### src/rtl/multilane_circular_buffer.sv
// Multi-lane writable circular operand buffer feeding one PE row.
module multilane_circular_buffer #(
  parameter int unsigned DATA_W    = 16,
  parameter int unsigned DEPTH     = 8,
  parameter int unsigned LANES     = 8,
  parameter int unsigned ADDR_W    = $clog2(DEPTH),
  parameter int unsigned LANE_W    = (LANES > 1) ? $clog2(LANES) : 1,
  parameter              INIT_FILE = "var.txt"
) (
  input  logic                    clk,
  input  logic                    rst,
  input  logic                    wr_en,
  input  logic [LANE_W-1:0]       wr_lane,
  input  logic [ADDR_W-1:0]       wr_addr,
  input  logic [DATA_W-1:0]       wr_data,
  output logic                    wr_err,
  input  logic [ADDR_W:0]         cfg_len,
  input  logic                    cfg_circ,
  input  logic                    start,
  input  logic                    stop,
  input  logic                    read_en,
  output logic                    rd_valid,
  output logic [LANES*DATA_W-1:0] rd_data,
  output logic [ADDR_W-1:0]       rd_ptr,
  output logic                    wrap,
  output logic                    done,
  output logic                    busy
);

  localparam int unsigned LEN_W  = ADDR_W + 1;
  localparam int unsigned MEM_N  = LANES * DEPTH;
  localparam int unsigned MEM_AW = (MEM_N > 1) ? $clog2(MEM_N) : 1;

  typedef enum logic {IDLE, RUN} state_t;

  if (DEPTH < 2 || LANES < 1 || $bits(INIT_FILE) < 8) begin : g_bad_cfg
    $error("multilane_circular_buffer: invalid configuration");
  end

  // Lane-major flat storage: word index lane*DEPTH+addr
  logic [DATA_W-1:0] mem_q [MEM_N];

  state_t                    state_q, state_d;
  logic [ADDR_W-1:0]         rd_ptr_q, rd_ptr_d;
  logic [LEN_W-1:0]          len_q, len_d;
  logic                      circ_q, circ_d;
  logic                      rd_valid_q, rd_valid_d;
  logic [LANES*DATA_W-1:0]   rd_data_q, rd_data_d;
  logic                      wrap_q, wrap_d;
  logic                      done_q, done_d;
  logic                      wr_err_q, wr_err_d;
  logic                      busy_q, busy_d;

  logic                      lane_ok_c, addr_ok_c, we_c;
  logic [MEM_AW-1:0]         wr_idx_c;
  logic [LEN_W-1:0]          len_clamp_c;

  // Range checks collapse to constants when the field exactly covers the range
  if (LANES == (1 << LANE_W)) begin : g_lane_full
    assign lane_ok_c = 1'b1;
  end else begin : g_lane_part
    assign lane_ok_c = (wr_lane < LANE_W'(LANES));
  end

  if (DEPTH == (1 << ADDR_W)) begin : g_addr_full
    assign addr_ok_c = 1'b1;
  end else begin : g_addr_part
    assign addr_ok_c = (wr_addr < ADDR_W'(DEPTH));
  end

  assign wr_idx_c    = MEM_AW'(32'(wr_lane) * DEPTH + 32'(wr_addr));
  assign len_clamp_c = (cfg_len == '0 || 32'(cfg_len) > DEPTH) ? LEN_W'(DEPTH) : cfg_len;

  always_comb begin
    state_d    = state_q;
    rd_ptr_d   = rd_ptr_q;
    len_d      = len_q;
    circ_d     = circ_q;
    rd_valid_d = 1'b0;
    rd_data_d  = rd_data_q;
    wrap_d     = 1'b0;
    done_d     = 1'b0;
    wr_err_d   = 1'b0;
    we_c       = 1'b0;

    case (state_q)
      IDLE: begin
        if (start && !stop) begin
          state_d  = RUN;
          rd_ptr_d = '0;
          len_d    = len_clamp_c;
          circ_d   = cfg_circ;
        end
      end
      RUN: begin
        if (stop) begin
          state_d  = IDLE;
          rd_ptr_d = '0;
        end else if (read_en) begin
          rd_valid_d = 1'b1;
          for (int k = 0; k < int'(LANES); k++) begin
            rd_data_d[k*DATA_W +: DATA_W] = mem_q[MEM_AW'(32'(k) * DEPTH + 32'(rd_ptr_q))];
          end
          if (rd_ptr_q == ADDR_W'(len_q - LEN_W'(1))) begin
            rd_ptr_d = '0;
            wrap_d   = 1'b1;
            if (!circ_q) begin
              done_d  = 1'b1;
              state_d = IDLE;
            end
          end else begin
            rd_ptr_d = rd_ptr_q + ADDR_W'(1);
          end
        end
      end
      default: state_d = IDLE;
    endcase

    if (wr_en) begin
      if (state_q == IDLE && lane_ok_c && addr_ok_c) begin
        we_c = 1'b1;
      end else begin
        wr_err_d = 1'b1;
      end
    end

    busy_d = (state_d == RUN);
  end

  always_ff @(posedge clk) begin
    if (rst) begin
      state_q    <= IDLE;
      rd_ptr_q   <= '0;
      len_q      <= LEN_W'(DEPTH);
      circ_q     <= 1'b0;
      rd_valid_q <= 1'b0;
      rd_data_q  <= '0;
      wrap_q     <= 1'b0;
      done_q     <= 1'b0;
      wr_err_q   <= 1'b0;
      busy_q     <= 1'b0;
    end else begin
      state_q    <= state_d;
      rd_ptr_q   <= rd_ptr_d;
      len_q      <= len_d;
      circ_q     <= circ_d;
      rd_valid_q <= rd_valid_d;
      rd_data_q  <= rd_data_d;
      wrap_q     <= wrap_d;
      done_q     <= done_d;
      wr_err_q   <= wr_err_d;
      busy_q     <= busy_d;
    end
  end

  // Storage is retained across reset
  always_ff @(posedge clk) begin
    if (!rst && we_c) begin
      mem_q[wr_idx_c] <= wr_data;
    end
  end

  assign rd_valid = rd_valid_q;
  assign rd_data  = rd_data_q;
  assign rd_ptr   = rd_ptr_q;
  assign wrap     = wrap_q;
  assign done     = done_q;
  assign wr_err   = wr_err_q;
  assign busy     = busy_q;

endmodule

### config.mk
export PLATFORM = sky130hd
export DESIGN_NAME = multilane_circular_buffer
export DESIGN_NICKNAME = d
export VERILOG_FILES = /design/src/rtl/multilane_circular_buffer.sv
export SDC_FILE = /design/constraint.sdc
export NUM_CORES = 1
export LEC_CHECK = 0
export ABC_AREA = 1
export ABC_CLOCK_PERIOD_IN_PS = 5800
export CAP_MARGIN = 0
export CORE_AREA = 3 3 356 358
export DETAILED_ROUTE_END_ITERATION = 8
export DIE_AREA = 0 0 359 361
export GPL_ROUTABILITY_DRIVEN = 0
export PLACE_DENSITY_LB_ADDON = 0.1
export REMOVE_ABC_BUFFERS = 1
export SETUP_SLACK_MARGIN = 0.02
export SLEW_MARGIN = 30
export SYNTH_ARGS = -nofsm -noshare
export SYNTH_HDL_FRONTEND = slang
export SYNTH_SLANG_ARGS = --single-unit
### constraint.sdc
create_clock -name clk -period 5.8 [get_ports clk]
set_input_delay 1.16 -clock clk [delete_from_list [all_inputs] [get_ports clk]]
set_output_delay 1.16 -clock clk [all_outputs]
set_load 0.02 [all_outputs]
== Word level (Yosys, flattened, before mapping) ==
Memory sizes are Yosys's and may differ from the RTL's. A register that Yosys moved wholly into a read port is not among the register bits.
Cells that the tools add are included.
W data, S select, Z words.

* Add/subtract/negate cells: 10
* Magnitude comparators: 1
* Equality and inequality tests: 3
* Multiplexer cells: 20
* Bitwise gates (word level): 5
* Reduce and logical (&&, ||, !) cells: 13

{| class="wikitable"
|+ Operators by type and width
! cell !! count
|-
| $add A6 B3 Y6 const A || 4
|-
| $mux W3 || 5
|-
| $mux W1 || 13
|-
| $add A5 B3 Y6 const A || 2
|-
| $add A6 B3 Y6 || 1
|-
| $pmux W3 S2 || 1
|-
| $add A4 B3 Y5 const A || 1
|-
| $not A1 Y1 || 5
|-
| $reduce_or A5 Y1 || 1
|-
| $gt A4 B4 Y1 const B || 1
|-
| $logic_not A4 Y1 || 1
|-
| $reduce_and A2 Y1 || 2
|-
| $reduce_or A4 Y1 || 1
|-
| $add A3 B1 Y3 const B || 1
|-
| $eq A3 B3 Y1 || 1
|-
| $ne A3 B3 Y1 const B || 1
|-
| $reduce_and A3 Y1 || 1
|-
| $reduce_or A3 Y1 || 1
|-
| $sub A3 B1 Y3 const B || 1
|-
| $logic_and A1 B1 Y1 || 2
|-
| $logic_not A1 Y1 || 2
|-
| $ne A2 B2 Y1 const B || 1
|-
| $pmux W1 S2 || 1
|-
| $reduce_or A2 Y1 || 1
|-
| $logic_or A1 B1 Y1 || 1
|}

* Bits in registers: 12
* RAM bits: 1024
* Output and inout bits: 136
* Word-level logic and storage cells: 61
* Memories kept: 1

{| class="wikitable"
|+ Memory list
! memory !! depth !! bits a word !! rd ports !! clocked after memory_dff !! write ports !! line !! source
|-
| mem_q || 64 || 16 || 8 || 8 || 1 || 41 || <nowiki>logic [DATA_W-1:0] mem_q [MEM_N];</nowiki>
|}

== Logic depth before layout (Yosys ltp) ==
* Depth after elaboration: 6
* Depth in mapped cells: 10
* Mapped depth without buffers: 10

== Worst setup path before layout ==
No wires, ideal clock.

* Kind: input port to flip-flop
* From: in rst
* To: mem mem_q[52][0], enable pin
* Arrival: 3.293 ns
* Data required time: 5.370 ns
* Slack: 2.076 ns
* Stages on the path: 4
* Path through: buf_2 > nor3_4 > nand2_1 > nor4_1

* Cells in the longest elaborated chain, start to end: 4

{| class="wikitable"
|+ RTL lines
! what !! line !! source
|-
| start: declaration || 11 || <nowiki>input logic rst,</nowiki>
|-
| $logic_not A1 Y1 || 158 || <nowiki>if (!rst && we_c) begin</nowiki>
|-
| $logic_and A1 B1 Y1 || 158 ||
|-
| $mux W1 || 158 ||
|-
| $mux W1 (not written as such) || 159 || <nowiki>mem_q[wr_idx_c] <= wr_data;</nowiki>
|-
| end: declaration || 41 ||
|}

No other way between the ends.

== Worst setup path after layout ==
* From: in rst
* To: mem mem_q[41][3], enable pin

The elaborated chain is that of the path after synthesis.

==> out/qor.yml <==
outcome:
  status: "complete, no violations"
global_route:
  grt_use_total_pct: 19.5
  grt_pass1_vias: 27500
  grt_antenna_before_repair: 7
  grt_pass1_wl_um: 188000
  grt_max_degree: 228
  overflow: 0
timing:
  drv_slew: 0
  min_period_ps: 3520
  period_share_pct: 60.7
  holdWs_ps: 467
  setup_violations: 0
  tightest_slew_ps: 1000
  rsz0062_at_grt: "no"
  finalHoldViolCount: 0
  clock.fmax_mhz: 284
  max-slew-margin-rel_pct: 33.2
  tns_ps: 0
  skew_ps: 18.7
synthesis:
  syn_inst: 3742
  synth_top_cell_by_area: "edfxtp_1"
  synth_edf_count: 1024
  synth_area_leaders: "edfxtp_1 (67%), dfxtp_1 (6.1%), o211ai_1 (4.5%)"
  yosysWarningCount: 0
  yosys.cell_types.count: 29
  synth_top_cells_by_count: "edfxtp_1 (1,024), nor2_1 (539), nand2_1 (431)"
  synthesis.area_mm2: 0.0457
  synth_most_common_cell: "edfxtp_1"
  ys_ff_latch: 1164
  synthDominantCellAreaShare_pct: 67.3
  synthArstFlopShare_pct: 0
  synth.yosys.seq_area_share_pct: 73.4
  postSynthAreaPerCell_um2: 12.2
  synthFlopType: "edfxtp_1"
power_and_ir_drop:
  clkPwrFrac_pct: 44.9
  p_total_mw: 17.6
  swShare_pct: 21.0
  power_switching_mw: 3.70
  p_per_area_mw_per_mm2: 332
  p_leak_nw: 18.1
  p_int_mw: 13.9
  vdd_ir_drop_max_v: 0.000296
  seqPwrFrac_pct: 52.0
  pwr-share-comb_pct: 3.1
placement:
  hpwl_um: 72600
  dp_cells: 5396
  placement.cell_area_mm2: 0.0489
  port_buffers: 168
final_layout:
  num-fill-cells: 11600
  area_delta_synth_final_pct: 16.3
  ff_latch_area_mm2: 0.0336
  layout-drive-gt1-share_pct: 8.40
  postLayoutCellArea_mm2: 0.0531
  final_cells: 5644
  multiInputGateArea_mm2: 0.00984
  nets: 3931
clock_network:
  cts_sinks: 1164
  cts_made_buffers: 132
  max-clock-path-buffers: 3
  clock_latency_ps: 720
  cts_setup_buffers: 0
  cts_tree: "yes"
  cts_root_buffer: "clkbuf_16"
  cts_max_level: 4
  cts.clk_slew.worst_paths_ps: 60
  hold_buffers: 0
  ctsResizeCount: 0
detailed_routing:
  wl_um: 129000
  wl_per_cell_um: 22.8
  ant_nets: 0
  vias: 28200
  drc: 0
  dr.pass1.iters: 5
  drt_iter0_drc: 2334
  avgViaCountPerCell: 5.00
floorplanning:
  die_w_um: 359
  num_rows: 129
  die_h_um: 361
  floorplan.core_area_mm2: 0.124
  die-area_mm2: 0.130
  start_util_pct: 37.0
  io_pins: 169
worst_setup_path:
  cp_data_arrival_time_ps: 3860
  start_kind: "input port"
  endpoint_kind: "flip-flop"
  cp_max_fo: 16
  critPathKind: "input port to flip-flop"
  critical_path_required_ps: 6140
hold_path:
  hold_path.class: "flip-flop to flip-flop"
job:
  maxCapViolations: 0
cells in the final DEF, fill, tap and decap left out, types with 40 or more instances in the layout:
cell type        instances
a21oi_1                136
buf_4                   87
clkbuf_1                40
clkbuf_16              137
clkdlybuf4s50_1        152
dfxtp_1                137
edfxtp_1              1024
inv_1                  293
nand2_1                431
nand3_1                268
nor2_1                 504
o211ai_1               276
o21ai_0                277
o21ai_1                 89
critical path, cell delays in order:
cell             delay [ps]
clkdlybuf4s50_1         400
buf_4                   200
nor3_4                  470
nand2_1                 680
nor2_2                  920
area by class of cell:
cell class | count | share of cell area [%]
Antenna cell | 6 | 0.0283
Clock buffer | 186 | 6.97
Clock inverter | 53 | 0.720
Inverter | 299 | 2.17
Multi-Input combinational cell | 2037 | 18.5
Sequential cell | 1164 | 63.1
Tap cell | 1637 | 3.85
Timing Repair Buffer | 262 | 4.59
through the flow:
stage | util (%) | setup WS, ps
after floorplan | - | -14480
after global placement | 39.6 | 1540
after detailed placement | 39.6 | 1510
final | 43.0 | 2280
after CTS | 42.9 | 2220
after global routing | 43.0 | 2080
path summary, 6_finish.rpt:
kind	startpoint	to	slack [ps]	cells after the start
setup / recovery	rst	mem_q[41][3]$_DFFE_PP_	2280	5
hold / removal	circ_q$_SDFFE_PP0P_	done$_SDFF_PP0_	470	1
setup reg to reg	rd_ptr[0]$_SDFFE_PP0P_	rd_data[87]$_SDFFE_PP0P_	2600	9
hold reg to reg	circ_q$_SDFFE_PP0P_	done$_SDFF_PP0_	470	1
registers in the layout, indices dropped and copies added (netlist names):
| signal | count |
|---|---|
| busy | 1 |
| circ_q | 1 |
| done | 1 |
| len_q | 3 |
| mem_q | 1024 |
| rd_data | 128 |
| rd_ptr | 3 |
| rd_valid | 1 |
| wr_err | 1 |
| wrap | 1 |
metal layers:
| metal | global-route usage, % | routed length (um) |
|---|---|---|
| met4 | 5.36 | 2840 |
| met5 | 0 | 0 |
| met3 | 3.38 | 6180 |
| met1 | 27.8 | 60400 |
| met2 | 30.7 | 59300 |
power groups by stage:
stage	Combinational, mW	Sequential (mW)	Clock, mW
finish	0.554	9.17	7.92
global route	0.602	9.17	8.45
CTS	0.565	9.17	8.12
detailed placement	0.564	9.34	0
global placement	0.560	9.34	0
floorplan	0.204	9.40	0
kinds of logic after synthesis:
group / Yosys count / share of synthesized area [%]
AND/OR/NAND/NOR: 1254 / 11.2
buffers and inverters: 541 / 5.28
adder cells (fa/ha/maj): 2 / 0.0548
AO/OA/AOI/OAI: 781 / 10.1
flip-flops: 1164 / 73.4
(Power assumes the default switching activity.)
==> RTL edit (same settings) <==
`DATA_W`: 16 -> 14.
--- a/src/rtl/multilane_circular_buffer.sv
+++ b/src/rtl/multilane_circular_buffer.sv
@@ -1,6 +1,6 @@
 // Multi-lane writable circular operand buffer feeding one PE row.
 module multilane_circular_buffer #(
-  parameter int unsigned DATA_W    = 16,
+  parameter int unsigned DATA_W    = 14,
   parameter int unsigned DEPTH     = 8,
   parameter int unsigned LANES     = 8,
   parameter int unsigned ADDR_W    = $clog2(DEPTH),
Interface: changed (resized rd_data and wr_data); port bits go from 169 to 151. The function was not compared with the original's and may differ.
==> RTL edit against the original RTL <==
- setup slack gained 0.016 ns
- cell area shrank 11%
- largest cell class unchanged
- routed wire length shrank 9.2%
- synthesized cell count shrank 12%
- sequential cell count shrank 144
- via count shrank 12%
- synthesized area shrank 12%
- die area is the same
- power shrank 12%
==> RTL edit: results <==
{
  "status": "completed",
  "placement_cell_area_sq_um": 43500,
  "critical-path-slowest-cell": "clkdlybuf4s50_1",
  "h-tree-depth": 3,
  "post_route_cells_drive_above_1_share_pct": 8.70,
  "power_leakage_nw": 16.1,
  "antenna_cells_inserted": 2,
  "crit_fanout": 14,
  "register_area_sq_um": 29400,
  "avgRoutedWirePerCell_microns": 22.5,
  "number_of_flip_flops_in_the_largest_register": 896,
  "critical_path_arrival_ns": 3.88,
  "layout_worst_path_cycle_share_pct": 60.4,
  "nFillCells": 12000,
  "finish.instance_area_sq_um": 47100,
  "synth.top_cells.by_area": "edfxtp_1 67%, dfxtp_1 6.2%, o211ai_1 4.6%, nor2_1 4.4%, o21ai_0 3.9%",
  "number_of_global_route_vias_before_repair": 24200,
  "cts_made_buffers": 117,
  "final-clk-cell-share_pct": 7.61,
  "cp-endpoint": "mem_q[17][11]",
  "rr_endpoint": "rd_data[61]",
  "number_of_synthesized_flops_with_an_enable_pin": 896,
  "buffers_excl_clock": 260,
  "post_layout_nonfiller_instances": 5204,
  "synth_cells": 3297,
  "clock_buffer_count": 152,
  "routedLengthMet1_mm": 57.1,
  "grt_start_max_net_pins": 191,
  "global_route.usage.met1_pct": 26.1,
  "grt_pass1_wl_mm": 169,
  "dpl.cell_count": 4981,
  "drtIter0Drc": 2308,
  "antenna_violations_before_repair": 2,
  "worst-r2r-cell-count": 7
}
-- RTL edit: cell types whose count changed in the layout (fill, tap and decap cells not counted), moves of 18 or more --
| cell | unedited run | this run |
|---|---|---|
| clkbuf_16 | 137 | 119 |
| inv_1 | 293 | 264 |
| nor2_2 | 32 | 1 |
| edfxtp_1 | 1024 | 896 |
| nor2_1 | 504 | 468 |
| nand3_1 | 268 | 235 |
| o211ai_1 | 276 | 247 |
| buf_4 | 87 | 105 |
| nand2_1 | 431 | 385 |
| o21ai_1 | 89 | 2 |
| o21ai_0 | 277 | 313 |
-- RTL edit: logic make-up (layout without fill, tap and decap cells) --
group / Yosys count / after routing / share of synthesized area, %
other: 0 / 2 / 0
and+or+nand+nor: 1107 / 1107 / 11.2
buffers and inverters: 483 / 751 / 5.79
adders and majority gates: 2 / 2 / 0.0621
DFF: 1020 / 1020 / 72.9
AOI/OAI and AO/OA: 685 / 685 / 10.1
